[src/rtl/vga_scanout.sv]
// Read/display end of the 160x120 3-bit framebuffer: 640x480@60 VGA timing from CLOCK_50,
// with 4x pixel replication, one-cycle framebuffer read latency and registered video outputs.
`timescale 1ns / 1ps
module vga_scanout #(
  parameter int unsigned H_VIS = 640,
  parameter int unsigned V_VIS = 480
) (
  input  logic        CLOCK_50,
  input  logic        resetn,
  output logic [14:0] fb_rd_addr,
  input  logic [2:0]  fb_rd_data,
  output logic        frame_start,
  output logic        VGA_CLK,
  output logic        VGA_HS,
  output logic        VGA_VS,
  output logic        VGA_BLANK_N,
  output logic        VGA_SYNC_N,
  output logic [7:0]  VGA_R,
  output logic [7:0]  VGA_G,
  output logic [7:0]  VGA_B
);

  localparam logic [9:0] HVis       = 10'(H_VIS);
  localparam logic [9:0] VVis       = 10'(V_VIS);
  localparam logic [9:0] HTotal     = 10'd800;
  localparam logic [9:0] VTotal     = 10'd525;
  localparam logic [9:0] HSyncStart = HVis + 10'd16;
  localparam logic [9:0] HSyncEnd   = HVis + 10'd16 + 10'd95;
  localparam logic [9:0] VSyncStart = VVis + 10'd10;
  localparam logic [9:0] VSyncEnd   = VVis + 10'd11;

  logic       pix_en_q, pix_en_d;
  logic       vga_clk_q, vga_clk_d;
  logic [9:0] h_cnt_q, h_cnt_d;
  logic [9:0] v_cnt_q, v_cnt_d;
  logic       hs_q, hs_d;
  logic       vs_q, vs_d;
  logic       blank_n_q, blank_n_d;
  logic [7:0] r_q, r_d, g_q, g_d, b_q, b_d;
  logic       frame_start_q, frame_start_d;
  logic       visible;

  always_comb begin
    visible    = (h_cnt_q < HVis) && (v_cnt_q < VVis);
    fb_rd_addr = '0;
    if (visible) begin
      fb_rd_addr = {8'd0, v_cnt_q[8:2]} * 15'd160 + {7'd0, h_cnt_q[9:2]};
    end
  end

  always_comb begin
    pix_en_d      = ~pix_en_q;
    // Lag ~pix_en by one cycle so VGA_CLK rises halfway through each pixel period.
    vga_clk_d     = ~pix_en_q;
    h_cnt_d       = h_cnt_q;
    v_cnt_d       = v_cnt_q;
    hs_d          = hs_q;
    vs_d          = vs_q;
    blank_n_d     = blank_n_q;
    r_d           = r_q;
    g_d           = g_q;
    b_d           = b_q;
    frame_start_d = pix_en_q && (h_cnt_q == HTotal - 10'd1) && (v_cnt_q == VTotal - 10'd1);

    if (pix_en_q) begin
      if (h_cnt_q == HTotal - 10'd1) begin
        h_cnt_d = '0;
        v_cnt_d = (v_cnt_q == VTotal - 10'd1) ? '0 : v_cnt_q + 10'd1;
      end else begin
        h_cnt_d = h_cnt_q + 10'd1;
      end
      // fb_rd_data now holds the word addressed by the current counters.
      hs_d      = !((h_cnt_q >= HSyncStart) && (h_cnt_q <= HSyncEnd));
      vs_d      = !((v_cnt_q >= VSyncStart) && (v_cnt_q <= VSyncEnd));
      blank_n_d = visible;
      r_d       = (visible && fb_rd_data[2]) ? 8'hFF : 8'h00;
      g_d       = (visible && fb_rd_data[1]) ? 8'hFF : 8'h00;
      b_d       = (visible && fb_rd_data[0]) ? 8'hFF : 8'h00;
    end
  end

  always_ff @(posedge CLOCK_50 or negedge resetn) begin
    if (!resetn) begin
      pix_en_q      <= 1'b0;
      vga_clk_q     <= 1'b1;
      h_cnt_q       <= '0;
      v_cnt_q       <= '0;
      hs_q          <= 1'b1;
      vs_q          <= 1'b1;
      blank_n_q     <= 1'b0;
      r_q           <= '0;
      g_q           <= '0;
      b_q           <= '0;
      frame_start_q <= 1'b0;
    end else begin
      pix_en_q      <= pix_en_d;
      vga_clk_q     <= vga_clk_d;
      h_cnt_q       <= h_cnt_d;
      v_cnt_q       <= v_cnt_d;
      hs_q          <= hs_d;
      vs_q          <= vs_d;
      blank_n_q     <= blank_n_d;
      r_q           <= r_d;
      g_q           <= g_d;
      b_q           <= b_d;
      frame_start_q <= frame_start_d;
    end
  end

  assign frame_start = frame_start_q;
  assign VGA_CLK     = vga_clk_q;
  assign VGA_HS      = hs_q;
  assign VGA_VS      = vs_q;
  assign VGA_BLANK_N = blank_n_q;
  assign VGA_SYNC_N  = 1'b0;
  assign VGA_R       = r_q;
  assign VGA_G       = g_q;
  assign VGA_B       = b_q;

endmodule

[config.mk]
export PLATFORM = sky130hd
export DESIGN_NAME = vga_scanout
export DESIGN_NICKNAME = d
export VERILOG_FILES = /design/src/rtl/vga_scanout.sv
export SDC_FILE = /design/constraint.sdc
export NUM_CORES = 1
export LEC_CHECK = 0
export ABC_AREA = 0
export BUFFER_PORTS_ARGS = -buffer_cell sky130_fd_sc_hd__buf_2
export CELL_PAD_IN_SITES_DETAIL_PLACEMENT = 1
export CELL_PAD_IN_SITES_GLOBAL_PLACEMENT = 2
export CORE_MARGIN = 3
export CORE_UTILIZATION = 35
export CTS_CLUSTER_DIAMETER = 150
export DETAILED_ROUTE_END_ITERATION = 10
export PLACE_DENSITY_LB_ADDON = 0.1
export SKIP_LAST_GASP = 1
export SYNTH_ARGS = -nofsm -noshare
export SYNTH_HDL_FRONTEND = slang
export SYNTH_SLANG_ARGS = --single-unit
[constraint.sdc]
create_clock -name CLOCK_50 -period 4.07 [get_ports CLOCK_50]
set_input_delay 0.407 -clock CLOCK_50 [delete_from_list [all_inputs] [get_ports CLOCK_50]]
set_output_delay 0.407 -clock CLOCK_50 [all_outputs]
set_load 0.05 [all_outputs]
==> flow_summary.rst <==
.. list-table::
   :header-rows: 1

   * - Metric
     - Value
   * - Run status
     - complete, no violations
   * - Largest net degree at the start of global routing
     - 30
   * - Measured slew at the worst slew-check pin
     - ~0.90 ns
   * - Initial core utilization
     - between 30% and 40%
   * - Number of hold-repair buffers added at the cts stage
     - 0
   * - Detailed-routing iteration count for the pre-antenna-repair pass
     - 4
   * - Number of buffers inserted during clock tree synthesis
     - 5
   * - Maximum level of the CTS H-tree
     - 2
   * - Final sum of negative setup slack
     - 0 ns
   * - Net count, final
     - 280
   * - Post-detailed-routing wire length
     - 4670 µm
   * - Main flop type after synthesis
     - sky130_fd_sc_hd__dfrtp_1
   * - Flops & latches, synth
     - 29
   * - Mapped Nets
     - 252
   * - Fin. Hold Viols
     - 0
   * - Area contributors post-synth
     - sky130_fd_sc_hd__dfrtp_1 (30%), sky130_fd_sc_hd__ha_1 (9.8%), sky130_fd_sc_hd__buf_4 (7.6%)
   * - CTS tree
     - done
   * - Leading cell type in the layout, fill and taps excluded
     - sky130_fd_sc_hd__buf_2
   * - Count of boundary I/O pins
     - 50
   * - CP startpoint kind
     - register
   * - Critical-path maximum fanout
     - 8
   * - Number of sinks handled by clock tree synthesis
     - 29
   * - Die span in x
     - between 80 and 90 µm
   * - Maximum clock skew at final layout
     - 0.00737 ns
   * - Worst hold path class
     - in2async
   * - Sort of element at the end of the critical path
     - output pin
   * - Deepest clock path buffer count
     - 2
   * - Total global routing overflow
     - 0
   * - Yosys top cell by area
     - sky130_fd_sc_hd__dfrtp_1
   * - Final weighted congestion in routability-driven placement
     - around 0.73
   * - Seq/Total Area, Yosys
     - between 30% and 40%
   * - Total routing resource utilization after global routing
     - 13.9%
   * - Standard-cell rows
     - 28
   * - Antenna viol nets, final
     - 0
   * - Iter 0 DRT Violations
     - 36
   * - Post-DR vias/cell
     - between 4 and 5
   * - Core Footprint
     - around 6000 µm²
   * - Fillers
     - about 720
   * - Worst slew margin relative to its limit
     - roughly 39%
   * - Cell with the most instances on the worst path
     - sky130_fd_sc_hd__ha_1
   * - Die Height
     - roughly 85 µm
   * - Number of max-slew violations in the final report
     - 0
   * - Initial antenna violation count
     - 0
   * - Number of maximum-capacitance constraint violations
     - 0
   * - Vias in the first global route
     - 1621
   * - Total power per unit cell area
     - around 250 nW/µm²
   * - Count of buffers from port buffering
     - 48
   * - Post-synthesis instance area
     - between 2000 and 2500 µm²
   * - Synthesis Warnings
     - 0
   * - Buffers & Inverters on Critical Path
     - 2
   * - Final HPWL DP
     - 3590 µm
   * - Top achievable clock speed
     - ~0.28 GHz
   * - Insertion delay of the later-clocked pin in the worst-skew pair
     - ~0.28 ns
   * - Die outline area
     - slightly above 7000 µm²
   * - Number of flops mapped to enable cells by yosys
     - 0
   * - Delay contributed by the slowest stage of the critical path
     - 0.50 ns
   * - Number of gates given a new drive strength after cts
     - 0
   * - Share of async-settable or async-resettable flops after synthesis
     - 100%
   * - Class of the most critical setup path
     - reg2out
   * - CP Cell Sequence
     - ha_1, ha_1, inv_1, fa_1, nor2b_1, nand2_1, nor4_4, o221ai_1, o21ba_1, buf_2
   * - Min Clock Period, post-route
     - approximately 3.5 ns
   * - Clock transition at the register clock pins on the worst setup and hold paths after CTS
     - 0.07 ns
   * - Maximum vdd ir drop
     - between 0.0001 and 0.00015 V
   * - Critical path data required time
     - between 3 and 4 ns
   * - Period utilization
     - about 87%
   * - Worst Path Arrival
     - about 3.1 ns
   * - Post-synthesis instance total
     - about 230
   * - Highest-count cells in the layout ignoring fill and taps
     - sky130_fd_sc_hd__buf_2 (48), sky130_fd_sc_hd__dfrtp_1 (26), sky130_fd_sc_hd__nor2_1 (25)
   * - Family with the most delay on the worst path
     - adder cells
   * - Residual DRC count
     - 0
   * - Number of failing setup endpoints in the final timing report
     - 0
   * - First-pass GRT wire length
     - roughly 8000 µm
   * - Clock Tree Root
     - sky130_fd_sc_hd__clkbuf_8
   * - Post-synthesis to final-layout area growth
     - 10.3%
   * - Post CTS Setup Buffer Count
     - 0
   * - Unrepaired setup endpoints after global routing
     - false
   * - Slowest stage cell on the critical path
     - sky130_fd_sc_hd__dfrtp_1
   * - Via count of the routed design
     - ~1600
   * - Antenna fix cells
     - 0
   * - Ratio of cells with drive above 1 in the final layout
     - approximately 28%
   * - Syn Area/Cell
     - between 9 and 10 µm²
   * - Number of different library cells in the post-synthesis netlist
     - between 50 and 60
   * - Final Hold Slack
     - approximately 0.15 ns
   * - Routed wire per std cell
     - 14.1 µm
   * - Top cell type's share of synthesized area
     - 30.0%
   * - Static leakage
     - ~0.0012 µW
==> report_power, final <==
| part | switching (µW) | leakage, µW | internal (µW) |
|---|---|---|---|
| registers | 2.75 | 0.000368 | 290 |
| clock network | 109 | 0.0000450 | 118 |
| logic | 57.4 | 0.000769 | 10.2 |
==> flip-flops by register name, indices dropped and copies added, names as in the netlist <==
register / cells
VGA_B: 1
VGA_BLANK_N: 1
VGA_CLK: 1
VGA_G: 1
VGA_HS: 1
VGA_R: 1
VGA_VS: 1
frame_start: 1
h_cnt_q: 10
pix_en_q: 1
v_cnt_q: 10
==> worst paths after layout <==
path	from	to	slack, ns	cells after the start
min	resetn	h_cnt_q[1]	0.15	1
max reg2reg	pix_en_q	v_cnt_q[7]	1.67	5
max in group asynchronous	resetn	v_cnt_q[6]	3.47	1
max	v_cnt_q[3]	fb_rd_addr[14]	0.54	10
min reg2reg	VGA_BLANK_N	VGA_BLANK_N	0.47	2
min in group CLOCK_50	fb_rd_data[1]	VGA_G[6]	0.37	3
==> synth_stat cells (all sizes together) (3+ instances only) <==
library cell / instances
a21oi: 6
and3: 4
nand3: 5
ha: 17
and2: 7
nand4: 8
o2bb2ai: 3
dfstp: 3
buf: 24
dfrtp: 26
clkbuf: 3
o21ai: 8
xnor2: 14
xor2: 8
nor4: 3
inv: 11
nor2: 26
nor2b: 3
nand2: 18
==> metrics by stage <==
stage	instance area [µm²]	instances	total power (µW)	utilization, %	setup slack, ns
3_3_place_gp	2310	324	366	38.7	0.855
5_1_grt	2390	332	618	40.1	0.266
3_5_place_dp	2310	324	367	38.7	0.816
4_1_cts	2390	332	600	40.1	0.497
6_report	2390	332	587	40.1	0.536
2_1_floorplan	2170	228	362	-	0.759
==> cell families after synthesis <==
kind of cell	synth area share, %
flops	33.7
other cells	0.173
fa+ha+maj	12.1
simple gates	23.3
compound gates	10.6
buf+inv	10.8
mux	0.462
xor+xnor	8.90
==> per-layer routing <==
layer / part of all wire (%) / GRT usage (%) / wire, µm / vias up
li1: - / - / - / 821
met1: 50 / 19.4 / 2320 / 762
met2: 43 / 20.6 / 1990 / 47
met3: 6.3 / 3.73 / 295 / 8
met4: 1.3 / 4.75 / 63 / 0
met5: 0 / 0 / 0 / -
==> area by class of cell <==
type | instances | area, µm² | area share (%)
multi-input combinational | 161 | 1200 | 50.3
sequential | 29 | 729 | 30.5
timing repair buffer | 48 | 240 | 10.1
tap | 75 | 93.8 | 3.93
clock buffer | 6 | 72.6 | 3.04
inverter | 11 | 41.3 | 1.73
clock inverter | 2 | 10.0 | 0.419
Power figures use the tool's default switching activity.
